`src/rtl/cbfp_denorm_if.sv`:
```
// Streaming bus between the CBFP denormalizer and its neighbours:
// a normalized mantissa/index input side and a fixed-point output side.
interface cbfp_denorm_if #(
  parameter int BW_IN  = 11,
  parameter int BW_IDX = 5,
  parameter int BW_OUT = 16
);
  logic                     in_valid;
  logic                     in_ready;
  logic signed [BW_IN-1:0]  in_re;
  logic signed [BW_IN-1:0]  in_im;
  logic        [BW_IDX-1:0] in_idx0;
  logic        [BW_IDX-1:0] in_idx1;
  logic                     out_valid;
  logic                     out_ready;
  logic signed [BW_OUT-1:0] out_re;
  logic signed [BW_OUT-1:0] out_im;
  logic                     out_last;

  modport slave (
    input  in_valid, in_re, in_im, in_idx0, in_idx1, out_ready,
    output in_ready, out_valid, out_re, out_im, out_last
  );

  modport master (
    output in_valid, in_re, in_im, in_idx0, in_idx1, out_ready,
    input  in_ready, out_valid, out_re, out_im, out_last
  );
endinterface

```
`src/rtl/cbfp_denorm.sv`:
```
// CBFP denormalizer: undoes the two-stage block scaling, saturates to BW_OUT,
// tracks frame position, flags index changes inside a block and counts clips.
module cbfp_denorm #(
  parameter int N          = 512,
  parameter int BLOCK_SIZE = 64,
  parameter int BW_IN      = 11,
  parameter int BW_IDX     = 5,
  parameter int BW_OUT     = 16,
  parameter int SCALE_BIAS = 9
) (
  input  logic          clk,
  input  logic          rstn,
  input  logic          clr,
  cbfp_denorm_if.slave  bus,
  output logic          err_idx,
  output logic [15:0]   sat_cnt
);
  localparam int CNT_W  = $clog2(N);
  localparam int TOT_W  = BW_IDX + 1;
  localparam int EXP_W  = TOT_W + 2;
  localparam int WIDE_W = BW_IN + SCALE_BIAS;

  localparam logic signed [BW_OUT-1:0] OUT_MAX = {1'b0, {(BW_OUT-1){1'b1}}};
  localparam logic signed [BW_OUT-1:0] OUT_MIN = {1'b1, {(BW_OUT-1){1'b0}}};
  localparam logic signed [WIDE_W-1:0] SAT_MAX = {{(WIDE_W-BW_OUT){1'b0}}, OUT_MAX};
  localparam logic signed [WIDE_W-1:0] SAT_MIN = {{(WIDE_W-BW_OUT){1'b1}}, OUT_MIN};

  logic                     w_adv;
  logic                     w_accept;
  logic [TOT_W-1:0]         w_total;
  logic                     w_blk_start;

  logic [CNT_W-1:0]         r_cnt;
  logic [TOT_W-1:0]         r_blk_total;
  logic                     r_err;
  logic [15:0]              r_sat;

  logic                     r_s1_valid;
  logic signed [BW_IN-1:0]  r_s1_re;
  logic signed [BW_IN-1:0]  r_s1_im;
  logic signed [EXP_W-1:0]  r_s1_exp;
  logic                     r_s1_last;

  logic                     r_out_valid;
  logic signed [BW_OUT-1:0] r_out_re;
  logic signed [BW_OUT-1:0] r_out_im;
  logic                     r_out_last;

  logic signed [BW_IN-1:0]  w_s1_x [2];
  logic signed [BW_OUT-1:0] w_y    [2];
  logic [1:0]               w_clip;
  logic [1:0]               w_clip_n;
  logic [16:0]              w_sat_sum;

  // Whole pipeline freezes only while a valid output is being refused.
  assign w_adv       = !(r_out_valid && !bus.out_ready);
  assign w_accept    = bus.in_valid && w_adv;
  assign w_total     = TOT_W'(bus.in_idx0) + TOT_W'(bus.in_idx1);
  assign w_blk_start = (r_cnt % CNT_W'(BLOCK_SIZE)) == '0;

  assign w_s1_x[0] = r_s1_re;
  assign w_s1_x[1] = r_s1_im;

  genvar gi;
  generate
    for (gi = 0; gi < 2; gi++) begin : g_comp
      logic signed [WIDE_W-1:0] w_ext;
      logic signed [WIDE_W-1:0] w_shift;
      logic        [EXP_W-1:0]  w_rsh;
      logic                     w_hi;
      logic                     w_lo;

      assign w_ext = {{SCALE_BIAS{w_s1_x[gi][BW_IN-1]}}, w_s1_x[gi]};
      assign w_rsh = -r_s1_exp;

      // Right shifts past the mantissa width collapse to the sign fill.
      always_comb begin
        w_shift = w_ext;
        if (!r_s1_exp[EXP_W-1])
          w_shift = w_ext << r_s1_exp;
        else if (w_rsh >= EXP_W'(BW_IN))
          w_shift = {WIDE_W{w_ext[WIDE_W-1]}};
        else
          w_shift = w_ext >>> w_rsh;
      end

      assign w_hi        = w_shift > SAT_MAX;
      assign w_lo        = w_shift < SAT_MIN;
      assign w_clip[gi]  = w_hi | w_lo;
      assign w_y[gi]     = w_hi ? OUT_MAX : (w_lo ? OUT_MIN : w_shift[BW_OUT-1:0]);
    end
  endgenerate

  assign w_clip_n  = {1'b0, w_clip[0]} + {1'b0, w_clip[1]};
  assign w_sat_sum = {1'b0, r_sat} + 17'(w_clip_n);

  always_ff @(posedge clk or negedge rstn) begin
    if (!rstn) begin
      r_s1_valid  <= 1'b0;
      r_s1_re     <= '0;
      r_s1_im     <= '0;
      r_s1_exp    <= '0;
      r_s1_last   <= 1'b0;
      r_out_valid <= 1'b0;
      r_out_re    <= '0;
      r_out_im    <= '0;
      r_out_last  <= 1'b0;
    end else if (w_adv) begin
      r_s1_valid <= bus.in_valid;
      if (bus.in_valid) begin
        r_s1_re   <= bus.in_re;
        r_s1_im   <= bus.in_im;
        r_s1_exp  <= EXP_W'(SCALE_BIAS) - EXP_W'(w_total);
        r_s1_last <= (r_cnt == CNT_W'(N - 1));
      end
      r_out_valid <= r_s1_valid;
      if (r_s1_valid) begin
        r_out_re   <= w_y[0];
        r_out_im   <= w_y[1];
        r_out_last <= r_s1_last;
      end
    end
  end

  always_ff @(posedge clk or negedge rstn) begin
    if (!rstn) begin
      r_cnt       <= '0;
      r_blk_total <= '0;
    end else if (w_accept) begin
      r_cnt <= (r_cnt == CNT_W'(N - 1)) ? '0 : r_cnt + 1'b1;
      if (w_blk_start)
        r_blk_total <= w_total;
    end
  end

  // clr has priority over a same-cycle index error or clip.
  always_ff @(posedge clk or negedge rstn) begin
    if (!rstn) begin
      r_err <= 1'b0;
      r_sat <= '0;
    end else if (clr) begin
      r_err <= 1'b0;
      r_sat <= '0;
    end else begin
      if (w_accept && !w_blk_start && (w_total != r_blk_total))
        r_err <= 1'b1;
      if (w_adv && r_s1_valid)
        r_sat <= w_sat_sum[16] ? 16'hFFFF : w_sat_sum[15:0];
    end
  end

  assign bus.in_ready  = w_adv;
  assign bus.out_valid = r_out_valid;
  assign bus.out_re    = r_out_re;
  assign bus.out_im    = r_out_im;
  assign bus.out_last  = r_out_last;
  assign err_idx       = r_err;
  assign sat_cnt       = r_sat;
endmodule

```
`src/flat_wrapper.sv`:
```
// flat-port wrapper written by rule: the top's interface ports become plain ports
module cbfp_denorm_flat 
#(
  parameter int N          = 512,
  parameter int BLOCK_SIZE = 64,
  parameter int BW_IN      = 11,
  parameter int BW_IDX     = 5,
  parameter int BW_OUT     = 16,
  parameter int SCALE_BIAS = 9
)
  (clk, rstn, clr, err_idx, sat_cnt, bus_in_valid, bus_in_re, bus_in_im, bus_in_idx0, bus_in_idx1, bus_out_ready, bus_in_ready, bus_out_valid, bus_out_re, bus_out_im, bus_out_last);
  cbfp_denorm_if #(.BW_IN(BW_IN), .BW_IDX(BW_IDX), .BW_OUT(BW_OUT)) bus_i ();
  input  logic clk;
  input  logic rstn;
  input  logic clr;
  output logic err_idx;
  output logic [15:0] sat_cnt;
  input wire logic [$bits(bus_i.in_valid)-1:0] bus_in_valid;
  input wire logic [$bits(bus_i.in_re)-1:0] bus_in_re;
  input wire logic [$bits(bus_i.in_im)-1:0] bus_in_im;
  input wire logic [$bits(bus_i.in_idx0)-1:0] bus_in_idx0;
  input wire logic [$bits(bus_i.in_idx1)-1:0] bus_in_idx1;
  input wire logic [$bits(bus_i.out_ready)-1:0] bus_out_ready;
  output wire logic [$bits(bus_i.in_ready)-1:0] bus_in_ready;
  output wire logic [$bits(bus_i.out_valid)-1:0] bus_out_valid;
  output wire logic [$bits(bus_i.out_re)-1:0] bus_out_re;
  output wire logic [$bits(bus_i.out_im)-1:0] bus_out_im;
  output wire logic [$bits(bus_i.out_last)-1:0] bus_out_last;
  assign bus_i.in_valid = bus_in_valid;
  assign bus_i.in_re = bus_in_re;
  assign bus_i.in_im = bus_in_im;
  assign bus_i.in_idx0 = bus_in_idx0;
  assign bus_i.in_idx1 = bus_in_idx1;
  assign bus_i.out_ready = bus_out_ready;
  assign bus_in_ready = bus_i.in_ready;
  assign bus_out_valid = bus_i.out_valid;
  assign bus_out_re = bus_i.out_re;
  assign bus_out_im = bus_i.out_im;
  assign bus_out_last = bus_i.out_last;
  cbfp_denorm #(.N(N), .BLOCK_SIZE(BLOCK_SIZE), .BW_IN(BW_IN), .BW_IDX(BW_IDX), .BW_OUT(BW_OUT), .SCALE_BIAS(SCALE_BIAS)) u_core (.clk(clk), .rstn(rstn), .clr(clr), .bus(bus_i), .err_idx(err_idx), .sat_cnt(sat_cnt));
endmodule
```
`config.mk`:
```
export PLATFORM = sky130hd
export DESIGN_NAME = cbfp_denorm_flat
export DESIGN_NICKNAME = d
export VERILOG_FILES = /design/src/rtl/cbfp_denorm_if.sv /design/src/rtl/cbfp_denorm.sv /design/src/flat_wrapper.sv
export SDC_FILE = /design/constraint.sdc
export NUM_CORES = 1
export LEC_CHECK = 0
export CORE_MARGIN = 10
export CORE_UTILIZATION = 50
export CTS_CLUSTER_DIAMETER = 60
export DETAILED_ROUTE_END_ITERATION = 10
export GPL_TIMING_DRIVEN = 0
export PLACE_DENSITY = 0.75
export SLEW_MARGIN = 0
export SYNTH_ARGS = -nofsm -noshare
export SYNTH_HDL_FRONTEND = slang
export SYNTH_SLANG_ARGS = --single-unit
```
`constraint.sdc`:
```
create_clock -name clk -period 3.95 [get_ports clk]
set_input_delay 1.185 -clock clk [delete_from_list [all_inputs] [get_ports clk]]
set_output_delay 1.185 -clock clk [all_outputs]
set_load 0.03 [all_outputs]
```
==> summary.md, run 1 <==
| Metric | Value |
|---|---|
| Total gr overflow | 0 |
| Row cnt | 44 |
| CTS Buf Count | 9 |
| Final Skew | 0.0114 ns |
| Slew margin rel. | 0.487 |
| Register area share after synthesis | 0.323 |
| Min cycle time layout | 3.91 ns |
| Worst setup SP type | flip-flop |
| WP data arrival | 4.18 ns |
| Vias in the first global route | 7314 |
| Placer Congestion | 1.04 |
| Core area | 14600 um^2 |
| Routed via count | 7602 |
| Starting density of the core | 0.513 |
| P_leak | 3.73 nW |
| Main synth FF type | dfrtp_1 |
| Die width | 143 um |
| Sequential Power Share | 0.250 |
| XOR/XNOR Fraction of Synth Area | 0.0175 |
| Mapped Nets | 899 |
| Clock Sink Count | 97 |
| Post-synth EDFFs | 0 |
| DRC Markers | 0 |
| Sw Ratio | 0.481 |
| Syn avg cell area | 8.87 um^2 |
| Worst-Margin Slew | 0.767 ns |
| Async SR Flop Fraction | 1.00 |
| Ant diodes | 0 |
| Mux cell area share after synthesis | 0.187 |
| Count leader, synth | dfrtp_1 |
| Synth Area in Simple Gates | 0.187 |
| CP Launch Point | u_core.r_s1_exp[0] |
| PD cells | 662 nW/um^2 |
| RSZ-0062 raised after global routing | false |
| H-tree depth | 3 |
| Root Buffer | clkbuf_16 |
| Flops & latches, synth | 97 |
| Period utilization | 0.990 |
| Non-filler cells, final | 1141 |
| Share of layout cells above drive strength 1 | 0.187 |
| Post-DR wirelength/cell | 24.5 um |
| Slew Limit Fails | 0 |
| Final setup fails | 0 |
| Critical Path RT | 4.22 ns |
| Sw Pwr | 2.97 mW |
| Starting DRT DRC Count | 991 |
| Hold path startpoint | u_core.bus.out_im[15] |
| IO buf count | 87 |
| Max Cap Viol | 0 |
| Initial antenna violation count | 0 |
| Top cell type by total area after synthesis | dfrtp_1 |
| Complex-gate fraction of the synthesized area | 0.208 |
| Final nets | 1003 |
| Synth-to-Final Area Change | 24.1% |
| Peak VDD IR | 340 uV |
| Synth cell types | 80 |
| RR Startpoint | u_core.r_s1_exp[0] |
| Cells taking the most area after synthesis | dfrtp_1 (32%), mux2_2 (6.6%), mux2i_1 (6.1%) |
| Layout Utilization | 0.637 |
| CTS tree | yes |
| Clock edge transition at the registers on the reported setup and hold paths | 0.07 ns |
| Crit path max fanout | 10 |
| Commonest cells post-synth | dfrtp_1 (97), nor2_1 (90), nand2_1 (72) |
| Status | finished clean |
| GRT Total Usage | 0.270 |
| Io pins | 89 |
| Cell-internal power | 3.21 mW |
| Routed vias/inst | 6.66 |
| Part of the power in combinational logic | 0.600 |
| Routed Wire Length | 28000 um |
| Total die area | 20300 um^2 |
| Detailed Place HPWL | 21000 um |
| First-pass GRT wire length | 42900 um |
| Share of the synthesized area in the top cell type | 0.323 |
| Crit. End Element | flip-flop |
| Fin. Hold Viols | 0 |
| Clk_lat worst skew | 0.36 ns |
| 1st-pass router iterations | 6 |
| Post-Syn Instances | 848 |
| CTS max path bufs | 2 |
| Setup CP Type | reg -> reg |
| Remaining antenna violation count | 0 |
| Largest net degree at the start of global routing | 59 |
| Yosys warning count | 0 |
| Adder and majority gate portion of the synthesized area | 0.0253 |
| Synthesized area | 7520 um^2 |
| Post-Place Cells | 1120 |
| Min-delay worst type | reg -> reg |
| FMAX | 0.256 GHz |
| Clock Power Share | 0.150 |
| Die height | 143 um |
| Main combinational cell family by area after synthesis | compound AO/OA/AOI/OAI gates |
## layout by cell type (no fill, tap or decap), types with 6 or more instances in the layout
master           instances
nor2_2                   7
mux2i_1                 42
nand2b_1                 8
clkdlybuf4s50_1         85
a22oi_1                  9
nand3_1                 21
buf_4                   15
o22ai_1                  9
nand4_1                  6
buf_2                   12
nor3_1                  20
nor2_1                  81
o21ai_0                 51
clkbuf_2                 7
clkbuf_1                29
mux2_2                  44
o211ai_1                 6
and2_1                   8
inv_1                   15
a31oi_1                 20
nor2b_1                  7
a21oi_1                 50
buf_6                    6
dfrtp_1                 97
mux4_2                  20
a211oi_1                12
ha_1                    11
clkbuf_16                9
xnor2_1                 11
nand2_1                 72
and3_1                  18
o31ai_1                  6
## layout make-up
type,count,area [um^2]
multi-input cells,664,4970
inverters,17,63.8
repair buffers,97,966
well taps,184,230
plain buffers,66,367
clock inverters,5,62.6
fillers,1249,5310
clock buffers,11,243
flip-flops and latches,97,2430
## per-layer routing
layer / vias to the layer above / wire length [um] / global-route usage / part of all wire
met5: - / 0 / 0 / 0
met1: 3599 / 11300 / 0.360 / 0.40
met3: 99 / 3220 / 0.0687 / 0.12
met2: 534 / 12400 / 0.408 / 0.44
met4: 0 / 1160 / 0.112 / 0.041
li1: 3370 / - / - / -
## state kept, by name, summed over array words and instances (netlist names)
name	flops
u_core.bus.out_im	16
u_core.r_s1_valid	1
u_core.r_cnt	9
u_core.r_s1_im	11
u_core.bus.out_valid	1
u_core.r_s1_exp	7
u_core.bus.out_last	1
u_core.bus.out_re	16
u_core.r_blk_total	6
u_core.r_s1_re	11
u_core.r_s1_last	1
u_core.sat_cnt	16
u_core.err_idx	1
## power by group through the flow
stage	Combinational [mW]	Clock, mW	Sequential (mW)
floorplan	1.93	0	1.79
global placement	3.40	0	1.51
detailed placement	3.40	0	1.52
CTS	3.56	0.937	1.53
global route	3.91	0.972	1.58
finish	3.71	0.928	1.54
## worst max-delay path: stages, from the launching register on
cell      delay (ns)
dfrtp_1         0.38
buf_6           0.15
buf_8           0.14
buf_12          0.14
mux4_2          0.55
a21oi_4         0.25
o22ai_4         0.13
a311oi_4        0.44
nor2b_2         0.10
fa_2            0.37
inv_2           0.08
ha_4            0.14
nand3_2         0.11
or2_4           0.28
or2_4           0.30
a311oi_2        0.27
## path summary, 6_finish.rpt
kind / cells after the start / slack, ns / end
max in group asynchronous: 2 / 2.48 / u_core.sat_cnt[15]
worst max-delay path: 15 / 0.04 / u_core.sat_cnt[0]
worst min register to register: 2 / 0.47 / u_core.bus.out_im[15]
worst min-delay path: 2 / 0.47 / u_core.bus.out_im[15]
min in group asynchronous: 1 / 0.80 / u_core.r_s1_im[2]
worst max register to register: 15 / 0.04 / u_core.sat_cnt[0]
## stage by stage
step	TNS (ns)	hold slack, ns	cell area, um^2	setup slack, ns	power, mW
after floorplan	0	0.433	7520	0.133	3.72
after global placement	-198.46	0.460	8620	-1.94	4.90
after detailed placement	-11.48	0.463	8640	-0.853	4.92
after CTS	0	0.480	9220	0.000544	6.02
after global routing	0	0.496	9330	0.0173	6.46
final	0	0.474	9330	0.0410	6.18
## what timing repair did
item                       4_1_cts  5_1_grt
setup endpoints to repair       29       34
hold buffers                     0        0
buffers inserted                 7        2
gates resized for setup         52       32
pin swaps                        5        7
cloned                           0        1
## logic make-up (layout without fill, tap and decap cells)
logic type,Yosys count,in the layout
multiplexers,110,110
adder cells (fa/ha/maj),14,14
buffers and inverters,88,196
flip-flops,97,97
XOR/XNOR,15,15
AND/OR/NAND/NOR,286,287
AO/OA/AOI/OAI,238,238
No activity file was read; power rests on OpenSTA's default activity.
==> run 2, diff against run 1 <==
Settings changed: CAP_MARGIN from default to 15.
==> run 2 against run 1 <==
  * Clock power is essentially flat
  * Non-clock buffer count is the same
  * Critical path depth is the same
  * First-iteration DRC count is the same
  * Register-to-register slack is essentially flat
  * Fmax is the same
  * Flip-flop and latch count is the same
  * Via count is the same
  * Sequential power is essentially flat
  * Clock-buffer cell count is the same
  * Hold slack is the same
  * Final cell count is the same
  * Critical path type unchanged
  * Critical endpoint unchanged
==> summary.md, run 2 (synthesized netlist as in run 1, its figures left out) <==
| Metric | Value |
|---|---|
| Status | finished clean |
| Die width | 143 um |
| Fin. Hold Viols | 0 |
| Die height | 143 um |
| Period utilization | 0.990 |
| Cell-internal power | 3.21 mW |
| Total die area | 20300 um^2 |
| GRT Total Usage | 0.270 |
| Slowest cell on the critical path | mux4_2 |
| Slew margin rel. | 0.487 |
| Row cnt | 44 |
| First-pass GRT wire length | 42900 um |
| Post-DR wirelength/cell | 24.5 um |
| CTS tree | yes |
| Ant diodes | 0 |
| Peak VDD IR | 340 uV |
| Setup CP Type | reg -> reg |
| Design Area, Final | 9330 um^2 |
| Synth-to-Final Area Change | 24.1% |
| Root Buffer | clkbuf_16 |
| Clk_lat worst skew | 0.36 ns |
| Clock Power Share | 0.150 |
| Placer Congestion | 1.04 |
| Critical Path RT | 4.22 ns |
| Most common cell after layout, fill and taps aside | dfrtp_1 |
| Core area | 14600 um^2 |
| Final nets | 1003 |
| Total gr overflow | 0 |
| Starting density of the core | 0.513 |
| Min-delay worst type | reg -> reg |
| 1st-pass router iterations | 6 |
| H-tree depth | 3 |
| CP dominant cell by count | or2_4 |
| Crit path max fanout | 10 |
| CTS Hold Buffers Added | 0 |
| Final setup fails | 0 |
| Part of the power in combinational logic | 0.600 |
| P_leak | 3.73 nW |
| Critical path's top delay family | compound AO/OA/AOI/OAI gates |
| Pre-CTS setup slack | -0.853 ns |
| Final Skew | 0.0114 ns |
| DRC Markers | 0 |
| Largest net degree at the start of global routing | 59 |
| Routed via count | 7602 |
| CTS Buf Count | 9 |
| Min cycle time layout | 3.91 ns |
| Clock Sink Count | 97 |
| Cells along the critical path | buf_6, buf_8, buf_12, mux4_2, a21oi_4, o22ai_4, a311oi_4, nor2b_2, fa_2, inv_2, ha_4, nand3_2, or2_4, or2_4, a311oi_2 |
| Slew Limit Fails | 0 |
| Worst-Margin Slew | 0.767 ns |
| Area occupied by multi-input gates | 4970 um^2 |
| Post-DP Area | 8640 um^2 |
| Storage cell area | 2430 um^2 |
| WP data arrival | 4.18 ns |
| Io pins | 89 |
| Sw Ratio | 0.481 |
| Detailed Place HPWL | 21000 um |
| CP peak stage delay | 0.55 ns |
| IO buf count | 87 |
| Most frequent cells in the layout | dfrtp_1 (97), clkdlybuf4s50_1 (85), nor2_1 (81) |
| CTS max path bufs | 2 |
| Max Cap Viol | 0 |
| Fin Setup TNS | 0 ns |
| RSZ-0062 raised after global routing | false |
| Worst Slack Setup Final | 0.0410 ns |
| Starting DRT DRC Count | 991 |
| Pwr Total | 6.18 mW |
| Vias in the first global route | 7314 |
| Initial antenna violation count | 0 |
| Crit path buf inv count | 4 |
| Crit. End Element | flip-flop |
| Worst setup SP type | flip-flop |
| FMAX | 0.256 GHz |
| Routed Wire Length | 28000 um |
| Fillers | 1249 |
| Layout Utilization | 0.637 |
| Remaining antenna violation count | 0 |
| Share of layout cells above drive strength 1 | 0.187 |
| Sw Pwr | 2.97 mW |
| Clock edge transition at the registers on the reported setup and hold paths | 0.07 ns |
| PD cells | 662 nW/um^2 |
| Sequential Power Share | 0.250 |
| Routed vias/inst | 6.66 |
[run 2: cell counts in the layout (fill, tap and decap cells not counted)]
No cell type changed its count.
[run 2: cell type report]
class,count,area share
multi-input cells,664,0.533
repair buffers,97,0.103
well taps,184,0.0247
flip-flops and latches,97,0.260
inverters,17,0.00684
clock buffers,11,0.0260
plain buffers,66,0.0393
clock inverters,5,0.00670
[run 2: worst reg2reg max path, delay by kind of cell (launching register included)]
family | cells | cell delay [ns]
simple gates | 4 | 0.79
flops | 1 | 0.38
compound gates | 4 | 1.09
fa+ha+maj | 2 | 0.51
buf+inv | 4 | 0.51
mux | 1 | 0.55
[run 2: final timing paths]
check	startpoint	endpoint	slack, ns	cells past startpoint
setup / recovery	u_core.r_s1_exp[0]	u_core.sat_cnt[0]	0.04	15
hold / removal	u_core.bus.out_im[15]	u_core.bus.out_im[15]	0.47	2
setup reg to reg	u_core.r_s1_exp[0]	u_core.sat_cnt[0]	0.04	15
min in group asynchronous	rstn	u_core.r_s1_im[2]	0.80	1
max in group asynchronous	rstn	u_core.sat_cnt[15]	2.48	2
hold reg to reg	u_core.bus.out_im[15]	u_core.bus.out_im[15]	0.47	2
[run 2: per-stage QoR]
stage / hold WS, ns / cells
floorplan: 0.433 / 848
global placement: 0.460 / 1119
detailed placement: 0.463 / 1120
CTS: 0.480 / 1139
global route: 0.496 / 1141
finish: 0.474 / 1141
[run 2: power groups by stage]
stage	Clock, mW	Sequential [mW]	Combinational, mW
6_report	0.928	1.54	3.71
5_1_grt	0.972	1.58	3.91
4_1_cts	0.937	1.53	3.56
3_3_place_gp	0	1.51	3.40
2_1_floorplan	0	1.79	1.93
3_5_place_dp	0	1.52	3.40
[run 2: what timing repair did]
item | 4_1_cts | 5_1_grt
resized for setup | 52 | 32
cloned | 0 | 1
setup buffers | 7 | 2
endpoints found under the setup margin | 29 | 34
pin swaps | 5 | 7
[run 2: routing by layer]
layer,GRT usage,wire [um],vias up
li1,-,-,3370
met1,0.360,11300,3599
met2,0.408,12400,534
met3,0.0687,3220,99
met4,0.112,1160,0
met5,0,0,-
==> run 3, diff against run 2 <==
Settings changed: GPL_ROUTABILITY_DRIVEN from default to 0.
==> run 3 against run 2 <==
  * Largest power group unchanged
  * First-iteration DRC count grew 64%
  * Sequential share of layout area up 0.16 points
  * Clock-buffer cell count down 1
  * The flow now finishes with violations (negative setup slack)
  * Non-clock buffer count increased by 1
  * Critical path type unchanged
==> summary.md, run 3 (synthesized netlist as in run 1, its figures left out) <==
| Metric | Value |
|---|---|
| 1st-pass router iterations | 7 |
| Root Buffer | clkbuf_16 |
| P_leak | 3.71 nW |
| Most frequent cells in the layout | dfrtp_1 (97), clkdlybuf4s50_1 (85), nor2_1 (83) |
| Share of layout cells above drive strength 1 | 0.178 |
| Slew Limit Fails | 0 |
| Design Area, Final | 9280 um^2 |
| Fillers | 1246 |
| Routed vias/inst | 6.79 |
| Min-delay worst type | reg -> reg |
| Total die area | 20300 um^2 |
| Clk_lat worst skew | 0.38 ns |
| Row cnt | 44 |
| GRT Total Usage | 0.247 |
| Fin. Hold Viols | 0 |
| Initial antenna violation count | 0 |
| Max Cap Viol | 0 |
| Failing checks | negative setup slack |
| Slowest cell on the critical path | fa_1 |
| Storage cell area | 2430 um^2 |
| Routed via count | 7757 |
| CP dominant cell by count | or2_4 |
| Setup CP Type | reg -> reg |
| Final setup fails | 1 |
| Starting density of the core | 0.513 |
| Remaining antenna violation count | 0 |
| CP peak stage delay | 0.39 ns |
| Total gr overflow | 0 |
| Critical Path RT | 4.23 ns |
| Period utilization | 1.00 |
| Crit path max fanout | 10 |
| FMAX | 0.253 GHz |
| Cells along the critical path | buf_6, clkbuf_2, nand2b_1, o22a_1, mux2i_1, o221ai_1, a311oi_4, nor2b_2, fa_1, inv_1, ha_2, nand3_2, or2_4, or2_4, a311oi_2 |
| Starting DRT DRC Count | 1627 |
| Die width | 143 um |
| Slew margin rel. | 0.429 |
| Worst Slack Setup Final | -0.00627 ns |
| Largest net degree at the start of global routing | 61 |
| Min-Delay Path Depth | 2 |
| CTS max path bufs | 2 |
| Crit. End Element | flip-flop |
| Clock Sink Count | 97 |
| Final nets | 1004 |
| IO buf count | 87 |
| Vias in the first global route | 7324 |
| Clock edge transition at the registers on the reported setup and hold paths | 0.07 ns |
| R2r worst-path depth | 15 |
| Io pins | 89 |
| Fin Setup TNS | -0.00627 ns |
| Status | finished with violations |
| Synth-to-Final Area Change | 23.4% |
| Area occupied by multi-input gates | 4930 um^2 |
| WP data arrival | 4.23 ns |
| Post-DP Area | 8640 um^2 |
| First-pass GRT wire length | 40000 um |
| CTS Hold Buffers Added | 0 |
| Final Skew | 0.0104 ns |
| PD cells | 652 nW/um^2 |
| Worst-Margin Slew | 0.850 ns |
| CTS tree | yes |
| Ant diodes | 0 |
| RSZ-0062 raised after global routing | true |
| Core area | 14600 um^2 |
| Routed Wire Length | 25900 um |
| Die height | 143 um |
| Detailed Place HPWL | 18700 um |
| Most common cell after layout, fill and taps aside | dfrtp_1 |
| Layout Utilization | 0.633 |
| Worst setup SP type | flip-flop |
| H-tree depth | 3 |
| Peak VDD IR | 293 uV |
| Min cycle time layout | 3.96 ns |
| Post-DR wirelength/cell | 22.7 um |
| DRC Markers | 0 |
| CTS Buf Count | 9 |
-- run 3: changes by cell type in the layout (fill, tap and decap cells not counted), sizes merged --
cell	change
inv	+1
bufinv	-1
clkbuf	+2
clkinv	+1
buf	-2
-- run 3: worst paths after layout --
check,from,end,slack (ns)
worst max-delay path,u_core.r_s1_exp[6],u_core.sat_cnt[0],-0.006
worst min-delay path,u_core.bus.out_im[15],u_core.bus.out_im[15],0.48
worst max register to register,u_core.r_s1_exp[6],u_core.sat_cnt[0],-0.006
worst min register to register,u_core.bus.out_im[15],u_core.bus.out_im[15],0.48
min in group asynchronous,rstn,u_core.r_s1_im[4],0.77
max in group asynchronous,rstn,u_core.bus.out_re[0],2.50
-- run 3: layout make-up --
cell class	instances	share of cell area
inverter	17	0.00688
multi-input combinational	664	0.532
timing repair buffer	97	0.104
buffer	67	0.0394
clock inverter	6	0.00540
clock buffer	10	0.0258
sequential	97	0.262
tap	184	0.0248
-- run 3: routing by layer --
layer  wire length (um)  vias up  global-route usage
li1                   -     3372                   -
met1               9870     3578               0.317
met2              10900      623               0.359
met3               3410      184              0.0769
met4               1740        0               0.147
met5                  0        -                   0
-- run 3: repair_timing --
action,4_1_cts,5_1_grt
setup endpoints to repair,35,26
pin swaps,2,4
gates cloned,0,1
buffers inserted,7,2
resized for setup,28,46
-- run 3: worst max-delay path: cells and delay by family (launching register included) --
| kind | cells | cell delay (ns) |
|---|---|---|
| fa+ha+maj | 2 | 0.59 |
| mux | 1 | 0.28 |
| simple gates | 5 | 1.00 |
| flops | 1 | 0.37 |
| buf+inv | 3 | 0.52 |
| compound gates | 4 | 1.09 |
-- run 3: stage by stage --
step	cells	total power, mW	hold slack (ns)	worst slack [ns]
floorplan	848	3.72	0.433	0.133
global placement	1119	4.78	0.460	-2.01
detailed placement	1120	4.82	0.467	-0.819
CTS	1141	5.79	0.483	0.00104
global route	1142	6.30	0.493	-0.0477
finish	1142	6.04	0.475	-0.00627
-- run 3: power by group --
part           internal [mW]  leakage [nW]  switching [mW]  total [mW]
registers               1.27          1.18           0.257        1.53
clock network          0.453         0.141           0.432       0.886
logic                   1.42          2.39            2.21        3.63
total                   3.14          3.71            2.90        6.04
